### config.mk
export PLATFORM = sky130hd
export DESIGN_NAME = eco_nor_arbiter
export DESIGN_NICKNAME = d
export VERILOG_FILES = /design/src/rtl/eco_nor_arbiter.sv
export SDC_FILE = /design/constraint.sdc
export NUM_CORES = 1
export LEC_CHECK = 0
export ABC_AREA = 1
export BUFFER_PORTS_ARGS = -buffer_cell sky130_fd_sc_hd__buf_2
export CAP_MARGIN = 20
export CELL_PAD_IN_SITES_DETAIL_PLACEMENT = 1
export CELL_PAD_IN_SITES_GLOBAL_PLACEMENT = 1
export CORE_AREA = 2 2 66 68
export CTS_BUF_LIST = sky130_fd_sc_hd__clkbuf_4 sky130_fd_sc_hd__clkbuf_8
export CTS_CLUSTER_SIZE = 14
export DETAILED_ROUTE_END_ITERATION = 8
export DIE_AREA = 0 0 68 70
export MAX_ROUTING_LAYER = met4
export PLACE_DENSITY_LB_ADDON = 0.1
export SETUP_SLACK_MARGIN = 0.1
export SYNTH_ARGS = -nofsm -noshare
export SYNTH_HDL_FRONTEND = slang
export SYNTH_SLANG_ARGS = --single-unit
export TNS_END_PERCENT = 50
### constraint.sdc
create_clock -name clk -period 1.31 [get_ports clk]
set_clock_uncertainty 0.1 [all_clocks]
set_input_delay 0.131 -clock clk [delete_from_list [all_inputs] [get_ports clk]]
set_output_delay 0.131 -clock clk [all_outputs]
set_load 0.02 [all_outputs]
### src/rtl/eco_nor_arbiter.sv
// eco_nor_arbiter
// Round-robin sequencer that shares one registered per-bit NOR slice
// (y[i] = ~(a[i] | b[i])) between two valid/ready requesters.
// - A result appears one cycle after it is accepted.
// - A new request can be accepted in the same cycle the held result drains.
// - Each requester has a saturating count of its completed responses.
// Optional build macro: ECO_PATCH_EN. When it is defined, bit PATCH_BIT of the
// result becomes ~a & b instead of the plain NOR.
module eco_nor_arbiter #(
    parameter int WIDTH     = 3,
    parameter int PATCH_BIT = 1,
    parameter int CNT_W     = 8
) (
    input  logic             clk,
    input  logic             rst,
    input  logic             req0_valid,
    input  logic [WIDTH-1:0] req0_a,
    input  logic [WIDTH-1:0] req0_b,
    output logic             req0_ready,
    input  logic             req1_valid,
    input  logic [WIDTH-1:0] req1_a,
    input  logic [WIDTH-1:0] req1_b,
    output logic             req1_ready,
    output logic             rsp_valid,
    input  logic             rsp_ready,
    output logic [WIDTH-1:0] rsp_data,
    output logic             rsp_id,
    output logic [CNT_W-1:0] done0_cnt,
    output logic [CNT_W-1:0] done1_cnt
);

    // The patched bit must exist inside the operand width.
    if ((PATCH_BIT < 0) || (PATCH_BIT >= WIDTH)) begin : g_bad_patch_bit
        $error("eco_nor_arbiter: PATCH_BIT must be within [0, WIDTH-1]");
    end

    typedef enum logic {
        ST_EMPTY = 1'b0,
        ST_FULL  = 1'b1
    } state_t;

    // Slice function. Every bit is a NOR unless the ECO patch is built in.
    function automatic logic [WIDTH-1:0] slice_f(input logic [WIDTH-1:0] a,
                                                 input logic [WIDTH-1:0] b);
        logic [WIDTH-1:0] y;
        y = ~(a | b);
`ifdef ECO_PATCH_EN
        y[PATCH_BIT] = ~a[PATCH_BIT] & b[PATCH_BIT];
`endif
        return y;
    endfunction

    // Saturating increment. The count holds at all-ones and does not wrap.
    function automatic logic [CNT_W-1:0] sat_inc(input logic [CNT_W-1:0] c);
        logic [CNT_W-1:0] r;
        if (c == {CNT_W{1'b1}}) begin
            r = c;
        end else begin
            r = c + {{(CNT_W-1){1'b0}}, 1'b1};
        end
        return r;
    endfunction

    state_t           state_r;
    state_t           state_nxt_s;
    logic             prio_r;       // 1'b0: req0 holds priority, 1'b1: req1
    logic [WIDTH-1:0] rsp_data_r;
    logic             rsp_id_r;
    logic [CNT_W-1:0] done0_cnt_r;
    logic [CNT_W-1:0] done1_cnt_r;

    logic             can_accept_s;
    logic             acc0_s;
    logic             acc1_s;
    logic             accept_s;
    logic             rsp_hs_s;
    logic [WIDTH-1:0] a_sel_s;
    logic [WIDTH-1:0] b_sel_s;

    assign rsp_valid = (state_r == ST_FULL);
    assign rsp_data  = rsp_data_r;
    assign rsp_id    = rsp_id_r;
    assign done0_cnt = done0_cnt_r;
    assign done1_cnt = done1_cnt_r;

    // The result register can take new data when it is empty or is draining
    // in this same cycle. Neither ready looks at its own valid input.
    assign can_accept_s = ~rsp_valid | rsp_ready;
    assign req0_ready   = can_accept_s & ((prio_r == 1'b0) | ~req1_valid);
    assign req1_ready   = can_accept_s & ((prio_r == 1'b1) | ~req0_valid);

    // The ready terms never let both requesters be accepted in one cycle.
    assign acc0_s   = req0_valid & req0_ready;
    assign acc1_s   = req1_valid & req1_ready;
    assign accept_s = acc0_s | acc1_s;
    assign rsp_hs_s = rsp_valid & rsp_ready;

    // Route the granted requester's operands into the slice.
    always_comb begin
        a_sel_s = req0_a;
        b_sel_s = req0_b;
        if (acc1_s) begin
            a_sel_s = req1_a;
            b_sel_s = req1_b;
        end else begin
            a_sel_s = req0_a;
            b_sel_s = req0_b;
        end
    end

    // Occupancy FSM next state. An accept always leaves the register full.
    always_comb begin
        state_nxt_s = state_r;
        case (state_r)
            ST_EMPTY: begin
                if (accept_s) begin
                    state_nxt_s = ST_FULL;
                end else begin
                    state_nxt_s = ST_EMPTY;
                end
            end
            ST_FULL: begin
                if (accept_s) begin
                    state_nxt_s = ST_FULL;
                end else if (rsp_hs_s) begin
                    state_nxt_s = ST_EMPTY;
                end else begin
                    state_nxt_s = ST_FULL;
                end
            end
            default: begin
                state_nxt_s = ST_EMPTY;
            end
        endcase
    end

    // Occupancy FSM state register.
    always_ff @(posedge clk or posedge rst) begin
        if (rst) begin
            state_r <= ST_EMPTY;
        end else begin
            state_r <= state_nxt_s;
        end
    end

    // Result register. It captures the slice output on accept and otherwise holds.
    always_ff @(posedge clk or posedge rst) begin
        if (rst) begin
            rsp_data_r <= {WIDTH{1'b0}};
            rsp_id_r   <= 1'b0;
        end else if (accept_s) begin
            rsp_data_r <= slice_f(a_sel_s, b_sel_s);
            rsp_id_r   <= acc1_s;
        end else begin
            rsp_data_r <= rsp_data_r;
            rsp_id_r   <= rsp_id_r;
        end
    end

    // Round-robin pointer. After every grant, priority passes to the other requester.
    always_ff @(posedge clk or posedge rst) begin
        if (rst) begin
            prio_r <= 1'b0;
        end else if (acc0_s) begin
            prio_r <= 1'b1;
        end else if (acc1_s) begin
            prio_r <= 1'b0;
        end else begin
            prio_r <= prio_r;
        end
    end

    // Completion counters. They are credited to the requester that owns the
    // consumed response.
    always_ff @(posedge clk or posedge rst) begin
        if (rst) begin
            done0_cnt_r <= {CNT_W{1'b0}};
            done1_cnt_r <= {CNT_W{1'b0}};
        end else if (rsp_hs_s) begin
            if (rsp_id_r == 1'b0) begin
                done0_cnt_r <= sat_inc(done0_cnt_r);
            end else begin
                done1_cnt_r <= sat_inc(done1_cnt_r);
            end
        end else begin
            done0_cnt_r <= done0_cnt_r;
            done1_cnt_r <= done1_cnt_r;
        end
    end

endmodule
==> results of run 1 <==
==> power breakdown <==
group          internal (mW)  switching [mW]  total, mW
Combinational          0.665           0.836       1.50
Clock                  0.268           0.229      0.496
Sequential             0.868           0.223       1.09
==> registers in the layout, summed over array words and instances, names as in the netlist <==
name,cells
done0_cnt,8
prio_r,1
rsp_valid,1
done1_cnt,8
rsp_id,1
rsp_data,3
==> critical path: cells and delay by family, from the launching register on <==
family	cells	cell delay, ns
simple gates	7	0.54
flops	1	0.43
fa+ha+maj	1	0.17
==> Yosys cell counts, types with 3 or more instances <==
| cell type | instances | area (sq um) |
|---|---|---|
| nand3_1 | 9 | 45.04 |
| dfrtp_1 | 22 | 550.5 |
| nand2_2 | 6 | 37.54 |
| nor2_2 | 4 | 25.02 |
| nand2_1 | 70 | 262.8 |
| o21ai_0 | 6 | 30.03 |
| nand3_4 | 3 | 52.55 |
| nor2_1 | 10 | 37.54 |
| nand4_1 | 5 | 31.28 |
| inv_1 | 15 | 56.30 |
| xnor2_1 | 4 | 35.03 |
==> layout by cell type (no fill, tap or decap), drive strengths merged <==
cell type | Yosys | routed
ha | 2 | 2
inv | 18 | 18
or2 | 4 | 4
dlygate4sd3 | 0 | 1
o21ai | 8 | 8
buf | 0 | 57
nand3b | 2 | 2
xor2 | 2 | 2
nand4 | 5 | 5
nand2 | 78 | 78
nor3 | 2 | 2
a21oi | 2 | 2
dfrtp | 22 | 22
clkbuf | 0 | 4
nand3 | 13 | 13
nor2 | 16 | 16
xnor2 | 4 | 4
==> timing repair <==
action,CTS,global route
resized for setup,22,33
hold endpoints to repair,22,0
gates cloned,0,0
hold buffers,1,0
buffers inserted,5,4
pin swaps,17,20
endpoints found under the setup margin,22,34
==> cell families (layout without fill, tap and decap cells) <==
logic type / count (synthesis) / count (layout)
compound gates: 10 / 10
xor+xnor: 6 / 6
fa+ha+maj: 2 / 2
buf+inv: 18 / 80
flops: 22 / 22
simple gates: 120 / 120
==> worst max-delay path by stage <==
stage / to / slack (ns) / depth (start not counted)
CTS: done1_cnt[4] / -0.004 / 8
global route: done1_cnt[3] / -0.08 / 8
detailed placement: done1_cnt[3] / -0.04 / 8
floorplan: done1_cnt[1] / -0.03 / 8
finish: done1_cnt[7] / -0.002 / 8
global placement: done1_cnt[1] / 0.02 / 8
==> layer usage <==
| metal | global-route usage (%) | part of all wire, % | vias to the layer above |
|---|---|---|---|
| li1 | - | - | 692 |
| met1 | 20.53 | 41 | 689 |
| met2 | 33.23 | 56 | 20 |
| met3 | 2.576 | 2.3 | 2 |
| met4 | 4.000 | 0.64 | 0 |
| met5 | - | 0 | - |
==> per-stage QoR <==
step / setup slack [ns] / instance area [sq um] / instances / setup TNS (ns)
after floorplan: -0.02743 / 1396 / 178 / -0.1341
after global placement: 0.01908 / 1724 / 278 / 0
after detailed placement: -0.03523 / 1724 / 278 / -0.1300
after CTS: -0.003532 / 1884 / 288 / -0.005854
after global routing: -0.08332 / 2017 / 292 / -0.7238
final: -0.001806 / 2017 / 292 / -0.001806
==> final cells by class <==
cell class | count | share of cell area (%)
Multi-Input combinational cell | 138 | 42.80
Tap cell | 52 | 3.226
Sequential cell | 22 | 28.04
Timing Repair Buffer | 58 | 19.60
Clock buffer | 4 | 2.730
Inverter | 18 | 3.598
==> flow_metrics.tcl, run 1 <==
set metrics [dict create \
    hold-path-endpoint "rsp_data[0]" \
    cp_common_cell "nand2_4" \
    power.leakage_nw 1.008 \
    seqCellArea_sq_um 565.5 \
    cts_tree "built" \
    hp-start "req1_b[0]" \
    multi_input_area_sq_um 863.3 \
    synthCells 178 \
    whs_ns 0.05514 \
    slew_headroom_pct 79.37 \
    cts_root_buf "clkbuf_8" \
    antenna_found_initial 0 \
    area_growth_syn_to_layout_pct 49.54 \
    critPathLaunchType "register" \
    syn_area_sq_mm 0.001349 \
    ys.flop_type "dfrtp_1" \
    io_buffers 39 \
    drc 0 \
    synthMuxAreaShare_pct 0 \
    post-dp-hpwl_um 2781 \
    setup_viol 1 \
    tightestPinTransition_ns 0.3094 \
    grt_pass1_vias 1461 \
    clk_pin_slew_worst_paths_ns 0.08 \
    fin_util_pct 48.67 \
    min_path_type "in -> reg" \
    gp_congestion 0.7674 \
    power_mw 3.089 \
    cp-end-kind "register" \
    synth_edf_count 0 \
    synthAdderAreaFrac_pct 1.855 \
    fmax_mhz 762.3 \
    fillerInstances 518 \
    hold_viol_final 0 \
    synth_simple_gate_area_share_pct 44.25 \
    violations "negative setup slack" \
    layout.nets 260 \
    yosysWarnings 0 \
    r2r_setup_slack_ns -0.002 \
    synth_top_family_by_area "simple AND/OR/NAND/NOR gates" \
    r2r_end "done1_cnt[7]" \
    slowest_stage "dfrtp_2" \
    min_path_cells 4 \
    synth_compound_gate_area_share_pct 3.989 \
    fin_crit_ns 1.312 \
    worst_r2r_path_depth 8 \
    cp-startpoint "done1_cnt[1]" \
    track_usage_pct 18.24 \
    wl_per_cell_um 13.43 \
    max_stage_delay_ns 0.43 \
    firstDrtPassIters 4 \
    cts_max_path_buffers 2 \
    grt_max_degree 23 \
    final.setup.worst_slack_ns -0.001806 \
    row_count 24 \
    cts_made_buffers 3 \
    worstPathMaxFanout 5 \
    period_share_pct 100.1 \
    ir_worst_vdd_uv 845.0 \
    maxSlewViolCount 0 \
    syn_area_per_cell_sq_um 7.577 \
    fp.dieArea_sq_mm 0.004760 \
    synth-seq-area-share_pct 40.82 \
    totalWireLength_um 3923 \
    cts.htree.levels 1 \
    diodes 0 \
    async_reset_ff_share_pct 100.0 \
    crit_path_cell_trace "ha_4 -> nand2_4 -> nor2_4 -> nand2_4 -> nand2_4 -> nor2_4 -> nand2_1 -> nand2_1" \
    final_antenna_net_count 0 \
    rsz0062_at_grt "true" \
    critPathArrivalTime_ns 1.42 \
    p_per_area_mw_per_mm2 1531 \
    synth_nets 197 \
    crit_required_ns 1.42 \
    post_drt_via_cell_ratio 4.805 \
    path_class "reg -> reg" \
    initial_core_util_pct 32.55 \
    insertion_delay_ns 0.26 \
    status "complete, but fails checks" \
    core_area_sq_mm 0.004144 \
    pin_count 40 \
    drive_above_1_share_pct 50.42 \
    grt_pass1_wl_um 6575 \
    grt_overflow 0 \
    fp.dieW_um 68 \
    vias 1403 \
    chipHeight_um 70 \
    synthDistinctLibCells 26 \
    timing.rr.start "done1_cnt[1]" \
    synth-xor-area-share_pct 3.896 \
    clock-sinks 22 \
    drt-initial-drc-count 16 \
    maxCapViolCount 0 \
    ys_seq_elements 22 \
]
Note: power is estimated with default switching activity, not from simulation.
==> run 2, diff against run 1 <==
PLACE_DENSITY = 0.82   (was default)
PLACE_DENSITY_LB_ADDON = default   (was 0.1)
SETUP_SLACK_MARGIN = 0.02   (was 0.1)
==> flow_metrics.tcl, run 2 (same netlist as run 1, synthesis figures left out) <==
set metrics [dict create \
    status "complete, but fails checks" \
    violations "negative setup slack" \
    fin_setup_tns_ns -0.03610 \
    multi_input_area_sq_um 823.3 \
    post-dp-hpwl_um 2826 \
    mostFrequentLayoutCells "61 x nand2_1, 37 x buf_2, 16 x buf_4" \
    fin_crit_ns 1.346 \
    grt_pass1_wl_um 6444 \
    chipHeight_um 70 \
    path_class "reg -> reg" \
    insertion_delay_ns 0.27 \
    final.setup.worst_slack_ns -0.03610 \
    fp.dieW_um 68 \
    cts_made_buffers 3 \
    io_buffers 39 \
    firstDrtPassIters 4 \
    totalWireLength_um 4059 \
    grt_pass1_vias 1464 \
    initial_core_util_pct 32.55 \
    gp_congestion 0.8033 \
    track_usage_pct 18.34 \
    rsz0062_at_grt "true" \
    cts_max_path_buffers 2 \
    slew_headroom_pct 79.97 \
    row_count 24 \
    antenna_found_initial 0 \
    fp.dieArea_sq_mm 0.004760 \
    hold_viol_final 0 \
    drive_above_1_share_pct 46.03 \
    clock-sinks 22 \
    setup_viol 1 \
    cts_tree "built" \
    cts.htree.levels 1 \
    fmax_mhz 742.9 \
    clk_pin_slew_worst_paths_ns 0.09 \
    drc 0 \
    seqCellArea_sq_um 561.8 \
    worstPathMaxFanout 5 \
    p_per_area_mw_per_mm2 1572 \
    crit_required_ns 1.42 \
    final_common_cell "nand2_1" \
    maxSlewViolCount 0 \
    drt-initial-drc-count 40 \
    area_growth_syn_to_layout_pct 42.86 \
    tightestPinTransition_ns 0.3004 \
    core_area_sq_mm 0.004144 \
    fillerInstances 526 \
    pin_count 40 \
    diodes 0 \
    critPathArrivalTime_ns 1.45 \
    power.leakage_nw 0.9999 \
    maxCapViolCount 0 \
    grt_max_degree 23 \
    grt_overflow 0 \
    cp-end-kind "register" \
    layout.nets 259 \
    post_drt_via_cell_ratio 4.821 \
    wl_per_cell_um 13.95 \
    ir_worst_vdd_uv 634.0 \
    period_share_pct 102.8 \
    cts_root_buf "clkbuf_8" \
    min_path_type "in -> reg" \
    critPathLaunchType "register" \
    vias 1403 \
    final_antenna_net_count 0 \
    power_mw 3.028 \
]
-- run 2: final timing paths --
kind                              start      endpoint  slack (ns)  depth (start not counted)
min in group asynchronous           rst   rsp_data[2]        0.34                          4
min reg2reg                 rsp_data[1]   rsp_data[1]        0.40                          2
max reg2reg                done1_cnt[0]  done1_cnt[1]       -0.04                          8
max in group asynchronous           rst  done1_cnt[2]        0.51                          4
max                        done1_cnt[0]  done1_cnt[1]       -0.04                          8
min                           req0_b[0]   rsp_data[0]        0.05                          4
-- run 2: critical path: stages (launching register included) --
cell,delay [ns]
dfrtp_2,0.44
ha_4,0.18
nand2_4,0.08
nor2_4,0.05
nand2_4,0.07
nand2_2,0.06
nor2_4,0.14
nand2_1,0.09
nand2_1,0.08
-- run 2: repair_timing --
item                                    4_1_cts  5_1_grt
endpoints found under the setup margin       16       22
setup buffers                                 5        4
cloned                                        0        0
gates resized for setup                      14       17
endpoints found under the hold margin        22        0
hold buffers                                  1        0
pin swaps                                     8        8
-- run 2: routing by layer --
metal | up-vias | part of all wire (%) | global-route usage (%)
met4 | 0 | 2.7 | 8.667
met5 | - | 0 | -
met1 | 679 | 41 | 21.17
li1 | 685 | - | -
met2 | 30 | 53 | 30.96
met3 | 9 | 2.9 | 2.093
-- run 2: through the flow --
stage | worst slack [ns] | hold WS, ns | cell area [sq um] | util, % | instances
floorplan | -0.02743 | 0.01995 | 1394 | - | 178
global placement | 0.04124 | 0.08512 | 1714 | 41.36 | 277
detailed placement | -0.01837 | 0.08804 | 1714 | 41.36 | 277
CTS | -0.01389 | 0.05997 | 1852 | 44.69 | 287
global route | -0.07651 | 0.05826 | 1927 | 46.50 | 291
finish | -0.03610 | 0.04850 | 1927 | 46.50 | 291
-- run 2: final cells by class --
class | count | share of cell area [%]
clock buffer | 4 | 2.857
multi-input combinational | 138 | 42.73
tap | 52 | 3.377
inverter | 18 | 3.766
sequential | 22 | 29.16
timing repair buffer | 57 | 18.12
-- run 2: power by group --
group          internal (mW)  leakage (nW)  switching [mW]  total [mW]
sequential             0.865         0.275           0.230        1.10
combinational          0.594         0.696           0.822        1.42
clock                  0.269        0.0288           0.248       0.517
total                   1.73          1.00            1.30        3.03
